==> src/rtl/lsu_req_pkg.sv <==
// Shared opcodes, FSM encoding and decode helpers for the load/store initiator.
package lsu_req_pkg;

    localparam logic [5:0] OpLw    = 6'h23;
    localparam logic [5:0] OpSw    = 6'h2B;
    localparam logic [5:0] OpLb    = 6'h20;
    localparam logic [5:0] OpLbu   = 6'h24;
    localparam logic [5:0] OpSb    = 6'h28;
    localparam logic [5:0] OpJal   = 6'h03;
    localparam logic [5:0] OpRtype = 6'h00;
    localparam logic [5:0] FnJalr  = 6'h09;

    typedef enum logic [1:0] {
        StIdle = 2'd0,
        StReq  = 2'd1,
        StWait = 2'd2,
        StDone = 2'd3
    } lsu_state_e;

    function automatic logic is_mem_op(input logic [5:0] op);
        return (op == OpLw) || (op == OpSw) || (op == OpLb) || (op == OpLbu) || (op == OpSb);
    endfunction

    // Word ops must be naturally aligned; byte ops never fault.
    function automatic logic is_misaligned(input logic [5:0] op, input logic [1:0] lane);
        return ((op == OpLw) || (op == OpSw)) && (lane != 2'd0);
    endfunction

endpackage

==> src/rtl/lsu_req_fmt.sv <==
// Byte-lane formatting: builds request lanes/data and extracts load results.
module lsu_req_fmt
    import lsu_req_pkg::*;
(
    input  logic [5:0]  req_op,
    input  logic [1:0]  req_lane,
    input  logic [31:0] store_data,
    input  logic [5:0]  rsp_op,
    input  logic [1:0]  rsp_lane,
    input  logic [31:0] rdata,
    output logic [3:0]  be,
    output logic [31:0] wdata,
    output logic        we,
    output logic [31:0] load_data
);

    logic [7:0] rsp_byte;

    // Request side: lane enables and write data for the incoming op.
    always_comb begin
        be    = 4'h0;
        wdata = 32'h0;
        we    = 1'b0;
        case (req_op)
            OpSw: begin
                be    = 4'hF;
                wdata = store_data;
                we    = 1'b1;
            end
            OpSb: begin
                be    = 4'b0001 << req_lane;
                wdata = {4{store_data[7:0]}};
                we    = 1'b1;
            end
            OpLw:        be = 4'hF;
            OpLb, OpLbu: be = 4'b0001 << req_lane;
            default: ;
        endcase
    end

    // Response side: pick the little-endian byte lane.
    always_comb begin
        rsp_byte = rdata[7:0];
        case (rsp_lane)
            2'd0: rsp_byte = rdata[7:0];
            2'd1: rsp_byte = rdata[15:8];
            2'd2: rsp_byte = rdata[23:16];
            2'd3: rsp_byte = rdata[31:24];
            default: ;
        endcase
    end

    // Response side: extend to the write-back value; stores complete with zero.
    always_comb begin
        load_data = 32'h0;
        case (rsp_op)
            OpLw:  load_data = rdata;
            OpLb:  load_data = {{24{rsp_byte[7]}}, rsp_byte};
            OpLbu: load_data = {24'h0, rsp_byte};
            default: ;
        endcase
    end

endmodule

==> src/rtl/lsu_req.sv <==
// Load/store initiator: one req/gnt transaction per memory op, stalls while busy.
module lsu_req
    import lsu_req_pkg::*;
#(
    parameter int unsigned TIMEOUT = 64,
    parameter int unsigned ADDR_W  = 30
) (
    input  logic              CLK,
    input  logic              RST,
    input  logic              start,
    input  logic [31:0]       Ins,
    input  logic [31:0]       Result,
    input  logic [31:0]       Rdata2,
    input  logic [31:0]       nextPC,
    output logic              stall,
    output logic              done,
    output logic              err,
    output logic [31:0]       Wdata,
    output logic              mem_req,
    output logic              mem_we,
    output logic [ADDR_W-1:0] mem_addr,
    output logic [3:0]        mem_be,
    output logic [31:0]       mem_wdata,
    input  logic              mem_gnt,
    input  logic              mem_rvalid,
    input  logic [31:0]       mem_rdata
);

    localparam int unsigned CntW = (TIMEOUT > 2) ? $clog2(TIMEOUT) : 1;
    localparam logic [CntW-1:0] CntLast = CntW'(TIMEOUT - 1);

    lsu_state_e        state_q, state_d;
    logic [CntW-1:0]   cnt_q, cnt_d;
    logic              err_q, err_d;
    logic [31:0]       data_q, data_d;
    logic [5:0]        op_q, op_d;
    logic [1:0]        lane_q, lane_d;
    logic              we_q, we_d;
    logic [ADDR_W-1:0] addr_q, addr_d;
    logic [3:0]        be_q, be_d;
    logic [31:0]       wdata_q, wdata_d;

    logic [5:0]  op;
    logic [5:0]  funct;
    logic        mem_op;
    logic [3:0]  fmt_be;
    logic [31:0] fmt_wdata;
    logic        fmt_we;
    logic [31:0] fmt_load;
    logic        unused_ins;

    assign op         = Ins[31:26];
    assign funct      = Ins[5:0];
    assign mem_op     = is_mem_op(op);
    assign unused_ins = ^Ins[25:6];

    lsu_req_fmt u_fmt (
        .req_op     (op),
        .req_lane   (Result[1:0]),
        .store_data (Rdata2),
        .rsp_op     (op_q),
        .rsp_lane   (lane_q),
        .rdata      (mem_rdata),
        .be         (fmt_be),
        .wdata      (fmt_wdata),
        .we         (fmt_we),
        .load_data  (fmt_load)
    );

    // Next-state: accept in IDLE, handshake in REQ, await response in WAIT, pulse in DONE.
    always_comb begin
        state_d = state_q;
        cnt_d   = cnt_q;
        err_d   = err_q;
        data_d  = data_q;
        op_d    = op_q;
        lane_d  = lane_q;
        we_d    = we_q;
        addr_d  = addr_q;
        be_d    = be_q;
        wdata_d = wdata_q;
        unique case (state_q)
            StIdle: begin
                if (start && mem_op) begin
                    op_d   = op;
                    lane_d = Result[1:0];
                    data_d = 32'h0;
                    cnt_d  = '0;
                    if (is_misaligned(op, Result[1:0])) begin
                        err_d   = 1'b1;
                        state_d = StDone;
                    end else begin
                        err_d   = 1'b0;
                        we_d    = fmt_we;
                        addr_d  = Result[ADDR_W+1:2];
                        be_d    = fmt_be;
                        wdata_d = fmt_wdata;
                        state_d = StReq;
                    end
                end
            end
            StReq: begin
                if (cnt_q == CntLast) begin
                    err_d   = 1'b1;
                    state_d = StDone;
                end else begin
                    cnt_d = cnt_q + CntW'(1);
                    if (mem_gnt) begin
                        state_d = StWait;
                    end
                end
            end
            StWait: begin
                // A response on the final budget cycle still counts as completion.
                if (mem_rvalid) begin
                    data_d  = fmt_load;
                    state_d = StDone;
                end else if (cnt_q == CntLast) begin
                    err_d   = 1'b1;
                    state_d = StDone;
                end else begin
                    cnt_d = cnt_q + CntW'(1);
                end
            end
            StDone: begin
                err_d   = 1'b0;
                state_d = StIdle;
            end
            default: state_d = StIdle;
        endcase
    end

    // State and request registers; reset abandons any in-flight transaction.
    always_ff @(posedge CLK or posedge RST) begin
        if (RST) begin
            state_q <= StIdle;
            cnt_q   <= '0;
            err_q   <= 1'b0;
            data_q  <= 32'h0;
            op_q    <= 6'h0;
            lane_q  <= 2'd0;
            we_q    <= 1'b0;
            addr_q  <= '0;
            be_q    <= 4'h0;
            wdata_q <= 32'h0;
        end else begin
            state_q <= state_d;
            cnt_q   <= cnt_d;
            err_q   <= err_d;
            data_q  <= data_d;
            op_q    <= op_d;
            lane_q  <= lane_d;
            we_q    <= we_d;
            addr_q  <= addr_d;
            be_q    <= be_d;
            wdata_q <= wdata_d;
        end
    end

    // Outputs: memory port from registers, pipeline control from state and current op.
    always_comb begin
        mem_req   = (state_q == StReq);
        mem_we    = we_q;
        mem_addr  = addr_q;
        mem_be    = be_q;
        mem_wdata = wdata_q;
        done      = (state_q == StDone);
        err       = (state_q == StDone) && err_q;
        stall     = (state_q == StReq) || (state_q == StWait) ||
                    ((state_q == StIdle) && start && mem_op);
        if (state_q == StDone) begin
            Wdata = data_q;
        end else if ((op == OpJal) || ((op == OpRtype) && (funct == FnJalr))) begin
            Wdata = nextPC;
        end else begin
            Wdata = Result;
        end
    end

endmodule

==> config.mk <==
export PLATFORM = sky130hd
export DESIGN_NAME = lsu_req
export DESIGN_NICKNAME = d
export VERILOG_FILES = /design/src/rtl/lsu_req_pkg.sv /design/src/rtl/lsu_req_fmt.sv /design/src/rtl/lsu_req.sv
export SDC_FILE = /design/constraint.sdc
export NUM_CORES = 1
export LEC_CHECK = 0
export BUFFER_PORTS_ARGS = -buffer_cell sky130_fd_sc_hd__clkbuf_2
export CAP_MARGIN = 20
export CORE_ASPECT_RATIO = 0.9
export CORE_UTILIZATION = 52
export DETAILED_ROUTE_END_ITERATION = 8
export PLACE_DENSITY = 0.87
export SETUP_SLACK_MARGIN = 0.05
export SLEW_MARGIN = 10
export SYNTH_ARGS = -nofsm -noshare
export SYNTH_HDL_FRONTEND = slang
export SYNTH_SLANG_ARGS = --single-unit
==> constraint.sdc <==
create_clock -name CLK -period 6.9 [get_ports CLK]
set_input_delay 1.035 -clock CLK [delete_from_list [all_inputs] [get_ports CLK]]
set_output_delay 1.035 -clock CLK [all_outputs]
set_load 0.03 [all_outputs]
Yosys cells after proc, flatten, opt, wreduce, memory -nomap -nowiden
Cells that the tools add are included.
W data, S select, Z words.

operators by class
  add/sub/neg operators = 1
  equality and inequality tests = 22
  shift operators = 1
  muxes and demuxes = 26
  bitwise logic cells = 1
  reduce and logical (&&, ||, !) cells = 28

operator list
  kind                   count
  $mux W32               4
  $pmux W32 S2           2
  $pmux W32 S3           1
  $eq A6 B6 Y1 const B   9
  $pmux W8 S4            1
  $mux W6                3
  $pmux W6 S3            1
  $mux W2                6
  $reduce_and A3 Y1      4
  $eq A2 B2 Y1 const B   4
  $pmux W2 S4            1
  $pmux W4 S2            1
  $logic_or A1 B1 Y1     7
  $add A6 B1 Y6 const B  1
  $eq A6 B2 Y1 const B   1
  $eq A6 B4 Y1 const B   1
  $logic_and A1 B1 Y1    6
  $logic_not A6 Y1       1
  $ne A2 B2 Y1 const B   3
  $mux W1                5
  $eq A2 B1 Y1 const B   2
  $logic_not A2 Y1       2
  $pmux W1 S4            1
  $reduce_and A2 Y1      2
  other kinds (8)        10

storage, ports and cells
  flip-flop bits (word level) = 116
  input bits = 165
  output and inout port bits = 103
  logic and storage cells = 89

Logic depth before layout (Yosys ltp)
  word-level depth = 8
  gate-level depth with buffers = 8
  gate-level depth less buffers = 7

Modules after synthesis
Synthesis repeated with hierarchy kept, for this count alone.

unflattened totals
  cell total of the unflattened synthesis = 623
  area, all modules = 6,299.8 um^2

modules (own cells, without submodules)
  module       instances  cells each  area an instance (um^2)  sequential area each (um^2)
  lsu_req      1          483         5,361.4                  2,902.8
  lsu_req_fmt  1          140         938.4                    0.0

Least setup slack after synthesis
Ideal clock, no wire load.

  kind = in2out
  start = in Ins[26]
  end = out Wdata[10]
  data arrival time = 2,720 ps
  required time = 5,865 ps
  slack = 3,145 ps
  stages = 7
  path buffers = 2
  cells stage by stage = buf_2 nor4_1 a21boi_1 nor4_2 buf_2 a21oi_1 a21oi_1

on the way
  longest elaborated chain between the ends = 5
  elaborated cells on any way between the ends = 6
  those cells by class = eq/ne: 1; mux: 2; reduce/logical: 3

RTL lines
  item                  RTL line        RTL
  start: declaration    lsu_req.sv:11   input logic [31:0] Ins,
  $logic_not A6 Y1      lsu_req.sv:173  end else if ((op == OpJal) || ((op == OpRtype) && (funct == FnJalr))) begin
  $logic_and A1 B1 Y1   lsu_req.sv:173
  $logic_or A1 B1 Y1 *  lsu_req.sv:173
  $mux W32 *            lsu_req.sv:173
  $mux W32 *            lsu_req.sv:171  if (state_q == StDone) begin
  end: declaration      lsu_req.sv:18   output logic [31:0] Wdata,

Mark *: on every way between the ends. The rest lies on a longest branch, timed or not.

Worst setup path after layout
  start = in Ins[26]
  end = out Wdata[8]

Same word-level chain as after synthesis.

==> reports/qor.yml <==
final_util: 0.705
cts_sinks: 116
grt-ovfl-total: 0
antenna_found_initial: 0
seq_area_frac_synth: 0.473
worst_slew_pin_slew_ns: 1.06
cts-root-buf: "clkbuf_16"
start_util: 0.536
layout_setup_ws_ns: 2.91
p_seq_frac: 0.277
fin_cells: 1046
clk_latency_ns: 0.41
drv.max_cap_violation_count: 0
vias: 5877
final_common_cell: "clkbuf_2"
fin_area_mm2: 0.00807
rsz0062_at_grt: "false"
drtAntennaViolNets: 0
drt-met1-wl_um: 7740
cts_tree: "done"
ir_drop_v: 0.000321
switching_share: 0.424
clock_path_buffers: 2
highest_layer: "met4"
async_reset_ff_frac: 1.00
cts_setup_buffers: 0
yosysWarnings: 0
gp_congestion: 0.828
drtIter0Drc: 545
synth_nets: 822
synthDistinctLibCells: 53
io_buffers: 247
avgSynthCellArea_um2: 9.42
mostFrequentLayoutCells: "clkbuf_2, dfrtp_1, nand2_1"
fin_skew_ns: 0.00803
cts_resized: 0
reg2reg_setup_slack_ns: 4.28
outcome: "complete, no violations"
preCtsSetupSlack_ns: 2.58
relSlewSlack: 0.291
coreArea_mm2: 0.0114
grt_max_degree: 94
p_switching_mw: 1.42
max_freq_mhz: 250
grt_pass1_wl_um: 28000
crit_path_end_kind: "output port"
rows: 37
syn_inst: 651
finalCritPeriodShare: 0.579
period_needed_ns: 3.99
synthFlopType: "dfrtp_1"
cp.arrival_ns: 2.96
leakage_nw: 4.08
intPower_mw: 1.93
critPathMaxFanout: 27
pwr-share-comb: 0.444
place_area_mm2: 0.00739
worstPathRequired_ns: 5.86
power.density_mw_per_mm2: 415
clk_pin_slew_ns: 0.05
tns_ns: 0
wl_met3_um: 1300
hpwl_um: 13100
critPathLaunchType: "primary input"
diodes: 0
netlist_area_mm2: 0.00613
fp.dieW_um: 116
avgRoutedWirePerCell_um: 17.5
synth_edf_count: 0
track_usage: 0.302
routed_wl_um: 18300
ctsHoldBuffers: 0
holdWs_ns: 0.465
area_growth_pct: 31.6
synth_seq_cells: 116
clkPwrFrac: 0.278
layout-drive-gt1-share: 0.396
fin_nets: 1048
hold_viol_final: 0
fill_cells: 870
io_pins: 268
setup_violations: 0
drc: 0
total_power_mw: 3.35
slew_viol_final: 0
worstSetupPathType: "primary input to output port"
grt_pass1_vias: 5500
die_area_mm2: 0.0122
place_inst: 1011
numCtsBuffers: 17
htree_levels: 4
die_h_um: 105
vias_per_cell: 5.62
dr.pass1.iters: 5
wl_met2_um: 8750
hp-class: "flop to flop"
## cells by family after synthesis
group | synth area share
AOI/OAI and AO/OA | 0.226
adders and majority gates | 0.0122
muxes | 0.0841
DFF | 0.473
buffers and inverters | 0.0488
and+or+nand+nor | 0.156
## per-layer routing
layer | vias up | global-route usage
met4 | 0 | 0.136
met1 | 2827 | 0.391
met3 | 36 | 0.0725
met2 | 256 | 0.476
li1 | 2758 | -
met5 | - | 0
## worst max-delay path, cell delays in order
cell and delay (ns):
clkbuf_2 0.17, nor4_1 0.30, a21boi_1 0.16, or4_1 0.67
buf_8 0.25, nand2_1 0.09, a21oi_1 0.08, clkbuf_2 0.20
## worst paths after layout
path,endpoint,start,cells after the start
max,Wdata[8],Ins[26],8
min,op_q[5],op_q[5],1
max reg2reg,cnt_q[5],state_q[1],7
min reg2reg,op_q[5],op_q[5],1
max in group asynchronous,data_q[4],RST,3
min in group asynchronous,mem_wdata[31],RST,2
## layout make-up
class / instances / area, um2 / area share
multi-input combinational: 468 / 2950 / 0.366
sequential: 116 / 2900 / 0.360
timing repair buffer: 254 / 1300 / 0.162
clock buffer: 20 / 467 / 0.0579
tap: 156 / 195 / 0.0242
clock inverter: 12 / 168 / 0.0208
inverter: 20 / 77.6 / 0.00962
## synth_stat cells, types with 2 or more instances
cell type	number	area, um2
dfrtp_1	116	2900
nand2_1	103	387
a21oi_1	93	465
mux2_2	44	495
o21ai_0	39	195
nor2b_1	36	225
a22oi_1	34	255
buf_2	23	115
o21ai_1	22	110
clkbuf_1	20	75.1
inv_1	20	75.1
nor2_1	9	33.8
o31ai_1	9	67.6
a22o_1	8	70.1
ha_1	6	75.1
nand2b_1	5	31.3
a31o_2	4	35.0
and3_1	4	25.0
or2_2	4	25.0
a2bb2oi_1	3	26.3
and2_1	3	18.8
nand3_1	3	15.0
nand3b_1	3	22.5
nor4_1	3	18.8
a211o_1	2	17.5
a211oi_1	2	15.0
a31oi_1	2	12.5
buf_6	2	22.5
mux2i_1	2	20.0
nor3_1	2	10.0
nor3_4	2	32.5
o21a_1	2	15.0
## power by group through the flow
stage	logic [mW]	registers (mW)	clock network [mW]
6_report	1.49	0.929	0.933
3_5_place_dp	1.48	0.937	0
5_1_grt	1.61	0.948	0.972
3_3_place_gp	1.46	0.927	0
2_1_floorplan	0.934	1.07	0
4_1_cts	1.48	0.927	0.940
## flip-flops by register name, summed over array words and instances (netlist names)
name       flops
state_q        2
lane_q         2
op_q           6
mem_we         1
data_q        32
mem_addr      30
mem_wdata     32
mem_be         4
err_q          1
cnt_q          6
Power figures use the tool's default switching activity.
